### src/rtl/layered_mux_pkg.sv
// Shared types and constants for the layered object mux.
// Layer 0 (KONG) has the highest priority.
package layered_mux_pkg;

  typedef logic [7:0] pixel_t;

  localparam pixel_t DEFAULT_TRANSPARENT_COLOR = 8'hFF;

  localparam int KONG     = 0;
  localparam int TARGET   = 1;
  localparam int ROPE     = 2;
  localparam int PLATFORM = 3;

  // Width of a layer index; never below one bit, even for tiny layer counts.
  function automatic int layerIdxW(input int n);
    return (n <= 2) ? 1 : $clog2(n);
  endfunction

endpackage

### src/rtl/layered_objects_mux_prio_encoder.sv
// Combinational lowest-set-bit priority encoder.
// idx is 0 whenever no request bit is set.
module prio_encoder #(
  parameter int N = 8
) (
  input  logic [N-1:0]         req,
  output logic                 valid,
  output logic [$clog2(N)-1:0] idx
);

  localparam int IW = $clog2(N);

  // Scan from the top so the lowest set bit is the last one assigned.
  always_comb begin
    valid = 1'b0;
    idx   = '0;
    for (int i = N - 1; i >= 0; i--) begin
      if (req[i]) begin
        valid = 1'b1;
        idx   = IW'(i);
      end
    end
  end

endmodule

### src/rtl/layered_objects_mux.sv
// Two-stage priority mux of NUM_LAYERS object layers over a background,
// with a frame-synchronous enable mask and per-frame collision reporting.
// Optional colour keying: define LAYERED_MUX_TRANSPARENCY_KEY_EN.
module layered_objects_mux
  import layered_mux_pkg::*;
#(
  parameter int               NUM_LAYERS        = 8,
  parameter int               PIX_W             = 8,
  parameter logic [PIX_W-1:0] TRANSPARENT_COLOR = PIX_W'(DEFAULT_TRANSPARENT_COLOR)
) (
  input  logic                          clk,
  input  logic                          resetN,
  input  logic                          startOfFrame,
  input  logic [NUM_LAYERS-1:0]         drawingRequest,
  input  logic [NUM_LAYERS*PIX_W-1:0]   layerRGB,
  input  logic [PIX_W-1:0]              backGroundRGB,
  input  logic                          layerEnWr,
  input  logic [NUM_LAYERS-1:0]         layerEnIn,
  output logic [PIX_W-1:0]              RGBOut,
  output logic                          winnerValid,
  output logic [$clog2(NUM_LAYERS)-1:0] winnerIdx,
  output logic                          collisionFrame,
  output logic [NUM_LAYERS-1:0]         collisionMask
);

  localparam int IDX_W = layerIdxW(NUM_LAYERS);

  logic [NUM_LAYERS-1:0]       shadowMask;
  logic [NUM_LAYERS-1:0]       activeMask;
  logic [NUM_LAYERS-1:0]       act;
  logic [NUM_LAYERS-1:0]       act1;
  logic [NUM_LAYERS*PIX_W-1:0] rgb1;
  logic [PIX_W-1:0]            bg1;
  logic                        collide;
  logic                        stickyFlag;
  logic [NUM_LAYERS-1:0]       stickyMask;
  logic                        winValid;
  logic [IDX_W-1:0]            winIdx;
  logic [PIX_W-1:0]            winRGB;

  // The active mask only moves at a frame start; a simultaneous write goes straight through.
  always_ff @(posedge clk or negedge resetN) begin
    if (!resetN) begin
      shadowMask <= '1;
      activeMask <= '1;
    end else begin
      if (layerEnWr)
        shadowMask <= layerEnIn;
      if (startOfFrame)
        activeMask <= layerEnWr ? layerEnIn : shadowMask;
    end
  end

`ifdef LAYERED_MUX_TRANSPARENCY_KEY_EN
  logic [NUM_LAYERS-1:0] opaque;

  always_comb begin
    opaque = '0;
    for (int i = 0; i < NUM_LAYERS; i++)
      opaque[i] = (layerRGB[i*PIX_W +: PIX_W] != TRANSPARENT_COLOR);
    act = drawingRequest & activeMask & opaque;
  end
`else
  logic unusedKey;
  assign unusedKey = ^TRANSPARENT_COLOR;

  always_comb begin
    act = drawingRequest & activeMask;
  end
`endif

  always_ff @(posedge clk or negedge resetN) begin
    if (!resetN) begin
      act1 <= '0;
      rgb1 <= '0;
      bg1  <= '0;
    end else begin
      act1 <= act;
      rgb1 <= layerRGB;
      bg1  <= backGroundRGB;
    end
  end

  // Two or more bits set: clearing the lowest set bit leaves something behind.
  assign collide = |(act1 & (act1 - NUM_LAYERS'(1)));

  prio_encoder #(.N(NUM_LAYERS)) u_prio (
    .req   (act1),
    .valid (winValid),
    .idx   (winIdx)
  );

  assign winRGB = rgb1[winIdx*PIX_W +: PIX_W];

  always_ff @(posedge clk or negedge resetN) begin
    if (!resetN) begin
      RGBOut      <= '0;
      winnerValid <= 1'b0;
      winnerIdx   <= '0;
    end else begin
      RGBOut      <= winValid ? winRGB : bg1;
      winnerValid <= winValid;
      winnerIdx   <= winIdx;
    end
  end

  // The frame-start pixel still belongs to the closing frame's report, not the new one.
  always_ff @(posedge clk or negedge resetN) begin
    if (!resetN) begin
      stickyFlag     <= 1'b0;
      stickyMask     <= '0;
      collisionFrame <= 1'b0;
      collisionMask  <= '0;
    end else if (startOfFrame) begin
      collisionFrame <= stickyFlag | collide;
      collisionMask  <= stickyMask | (collide ? act1 : '0);
      stickyFlag     <= 1'b0;
      stickyMask     <= '0;
    end else if (collide) begin
      stickyFlag <= 1'b1;
      stickyMask <= stickyMask | act1;
    end
  end

endmodule

### config.mk
export PLATFORM = sky130hd
export DESIGN_NAME = layered_objects_mux
export DESIGN_NICKNAME = d
export VERILOG_FILES = /design/src/rtl/layered_mux_pkg.sv /design/src/rtl/layered_objects_mux_prio_encoder.sv /design/src/rtl/layered_objects_mux.sv
export SDC_FILE = /design/constraint.sdc
export NUM_CORES = 1
export LEC_CHECK = 0
export CAP_MARGIN = 40
export CELL_PAD_IN_SITES_DETAIL_PLACEMENT = 0
export CELL_PAD_IN_SITES_GLOBAL_PLACEMENT = 1
export CORE_UTILIZATION = 39
export CTS_CLUSTER_DIAMETER = 120
export CTS_CLUSTER_SIZE = 24
export DETAILED_ROUTE_END_ITERATION = 6
export GPL_ROUTABILITY_DRIVEN = 1
export PLACE_DENSITY_LB_ADDON = 0.1
export SLEW_MARGIN = 20
export SYNTH_ARGS = -nofsm -noshare
export SYNTH_HDL_FRONTEND = slang
export SYNTH_SLANG_ARGS = --single-unit
### constraint.sdc
create_clock -name clk -period 2.55 [get_ports clk]
set_input_delay 0.3825 -clock clk [delete_from_list [all_inputs] [get_ports clk]]
set_output_delay 0.3825 -clock clk [all_outputs]
set_load 0.05 [all_outputs]
==> impl_metrics.ini <==
[worst_setup_path]
path_class = flop to flop
r2r_end = RGBOut[3]
cp_slowest_cell = dfrtp_1
cp-start-kind = flop
cp_max_fo = 14
cpPeakStageDelay_ps = 430
required_ps = 2820
crit_chain = nor2b_1 > o21ai_0 > and2_1 > buf_4 > mux2_2 > o2bb2ai_1 > o41ai_2
r2r_start = act1[7]
r2r_slack_ps = 420
startpoint = act1[7]
worstRegToRegCells = 7
arrival_ps = 2400
endpoint = RGBOut[3]
critical_path.endpoint_type = flop

[synth]
yosysUniqueCellTypes = 39
synth.area.mux_share_pct = 7.50
ys_ff_latch = 126
synth_top_area_cell = dfrtp_1
yosysWarnings = 0
post_synth_xor_area_fraction_pct = 0
synthCells = 314
synth_area_um2 = 4450
yosys.area_share.adder_pct = 0.225
synth-compound-area-share_pct = 10.1
synth-simple-area-share_pct = 8.71
postSynthAreaPerCell_um2 = 14.2
yosysTopAreaCellShare_pct = 61.8
synth_top_family_by_area = compound AO/OA/AOI/OAI gates
synth-edff-count = 0
synth_nets = 406
ys.flop_type = dfrtp_1
async_flop_share_pct = 100
synth_area_leaders = dfrtp_1, dfstp_2, mux2_2
synth_seq_area_share_pct = 71.3

[clock_network]
clock_latency_ps = 400
clock-sinks = 126
tritoncts.num_buffers = 17
path_clk_slew_ps = 50
clockBufferDepth = 2
cts_tree = done
cts_hold_buf = 0
cts_resized = 0
cts_setup_buffers = 0
clock-root-buffer = clkbuf_16
cts-htree-levels = 4

[power_and_ir_drop]
p_per_area_nw_per_um2 = 908
p_leak_uw = 0.00269
ir_worst_vdd_mv = 0.860

[sta]
period_needed_ps = 2130
max_slew_margin_pct = 52.1
drv_slew = 0
hold_viol = 6
post-route-period-util_pct = 83.4
fin_hold_ws_ps = -14.5
finClkSkew_ps = 6.20
worst_pin_slew_ps = 719
finalSetupViolations = 0
fin_tns_setup_ps = 0
timing.fmax_mhz = 470
grt_setup_unrepaired = no

[run_status]
failed_checks = negative hold slack
status = finished, violations left

[die]
die_h_um = 109
initial_utilization_pct = 40.5
io_pins = 113
coreArea_um2 = 11000
placementRows = 38
die_w_um = 109
dieArea_um2 = 11800

[drt]
via_count = 2828
wirelength_um = 9790
drc = 0
via_per_inst = 4.78
postRouteAntennaNets = 0
wl_per_cell_um = 16.5
dr.pass1.iters = 4
drt-initial-drc-count = 100

[finish]
utilization_pct = 57.2
syn2layout_area_growth_pct = 41.1
num_antenna_cells = 0
final_layout_size_suffix_gt1_share_pct = 20.1
final_nets = 531

[placed_design]
place.gp.congestion = 0.779
dp_hpwl_um = 6930
port_buffers = 112

[run]
maxCapViolCount = 0

[global_route]
grt_max_degree = 55
gr-usage-all-layers_pct = 17.8
antenna_found_initial = 0
grt_pass1_vias = 3091
grt_pass1_wl_um = 15200
grt-ovfl-total = 0

[min_path]
hp-class = primary input to asynchronous set/reset pin
==> synthesized netlist by cell type, types with 5 or more instances <==
master and count:
clkbuf_1 5, o2bb2ai_1 5, o41ai_2 5, o31ai_1 8
mux2_2 24, nand2_1 28, a21oi_1 21, dfstp_2 16
or3_1 5, dfrtp_1 110, nor2_1 24, a21oi_2 6
and2_1 9, and3_1 5
==> worst min path at each step <==
stage / end / cells after the start / slack (ps)
after floorplan: RGBOut[0] / 0 / 90
after global placement: rgb1[46] / 1 / 430
after detailed placement: rgb1[46] / 1 / 430
after CTS: rgb1[46] / 1 / 9
after global routing: rgb1[46] / 1 / 30
final: rgb1[46] / 1 / -10
==> cells in the final DEF, fill, tap and decap left out, drive strengths merged, types with 3 or more instances in the layout <==
master / instances
clkdlybuf4s50: 111
dfrtp: 110
nand2: 28
mux2: 27
a21oi: 27
clkbuf: 27
nor2: 24
dfstp: 16
and2: 9
o31ai: 8
buf: 8
and3: 6
clkinv: 5
or3: 5
o2bb2ai: 5
o41ai: 5
o21ai: 4
nor3: 3
o22ai: 3
mux2i: 3
a22o: 3
==> power breakdown <==
group,internal (µW),switching (µW),total (µW)
logic,498,679,1180
registers,2230,102,2330
clock network,1400,793,2200
total,4130,1570,5700
==> final cells by class <==
class / instances / area [µm²]
clock buffers: 27 / 526
clock inverters: 5 / 27.5
fillers: 928 / 4700
inverters: 3 / 12.5
multi-input cells: 172 / 1180
flip-flops and latches: 126 / 3170
well taps: 140 / 175
repair buffers: 119 / 1180
==> critical path, delay by kind of cell, from the launching register on <==
family,cells,cell delay (ps)
buf+inv,1,300
flops,1,430
compound gates,3,440
mux,1,360
simple gates,2,450
==> layer usage <==
layer / global-route usage, % / up-vias / wire [µm] / share of wire [%]
met3: 5.38 / 13 / 595 / 6.1
met4: 8.01 / 0 / 128 / 1.3
met5: 0 / - / 0 / 0
met1: 19.3 / 1404 / 3850 / 39
met2: 32.0 / 69 / 5210 / 53
li1: - / 1342 / - / -
==> flip-flops by register name (all words and copies together), names as in the netlist <==
name,flops
RGBOut,8
collisionFrame,1
activeMask,8
winnerIdx,3
winnerValid,1
bg1,8
shadowMask,8
rgb1,64
act1,8
stickyMask,8
collisionMask,8
stickyFlag,1
==> stage by stage <==
stage          setup WS [ps]  cells  instance area [µm²]  power [µW]
2_1_floorplan            730    314                 4450        3080
6_report                 424    592                 6280        5700
4_1_cts                  379    592                 6280        5790
3_3_place_gp             437    560                 5730        3550
5_1_grt                  248    592                 6280        5950
3_5_place_dp             391    560                 5730        3560
==> cells by family after synthesis <==
kind of cell	count (synthesis)
AO/OA/AOI/OAI	59
adder cells (fa/ha/maj)	1
buffers and inverters	16
flip-flops	126
multiplexers	30
AND/OR/NAND/NOR	82
Power figures use the tool's default switching activity.
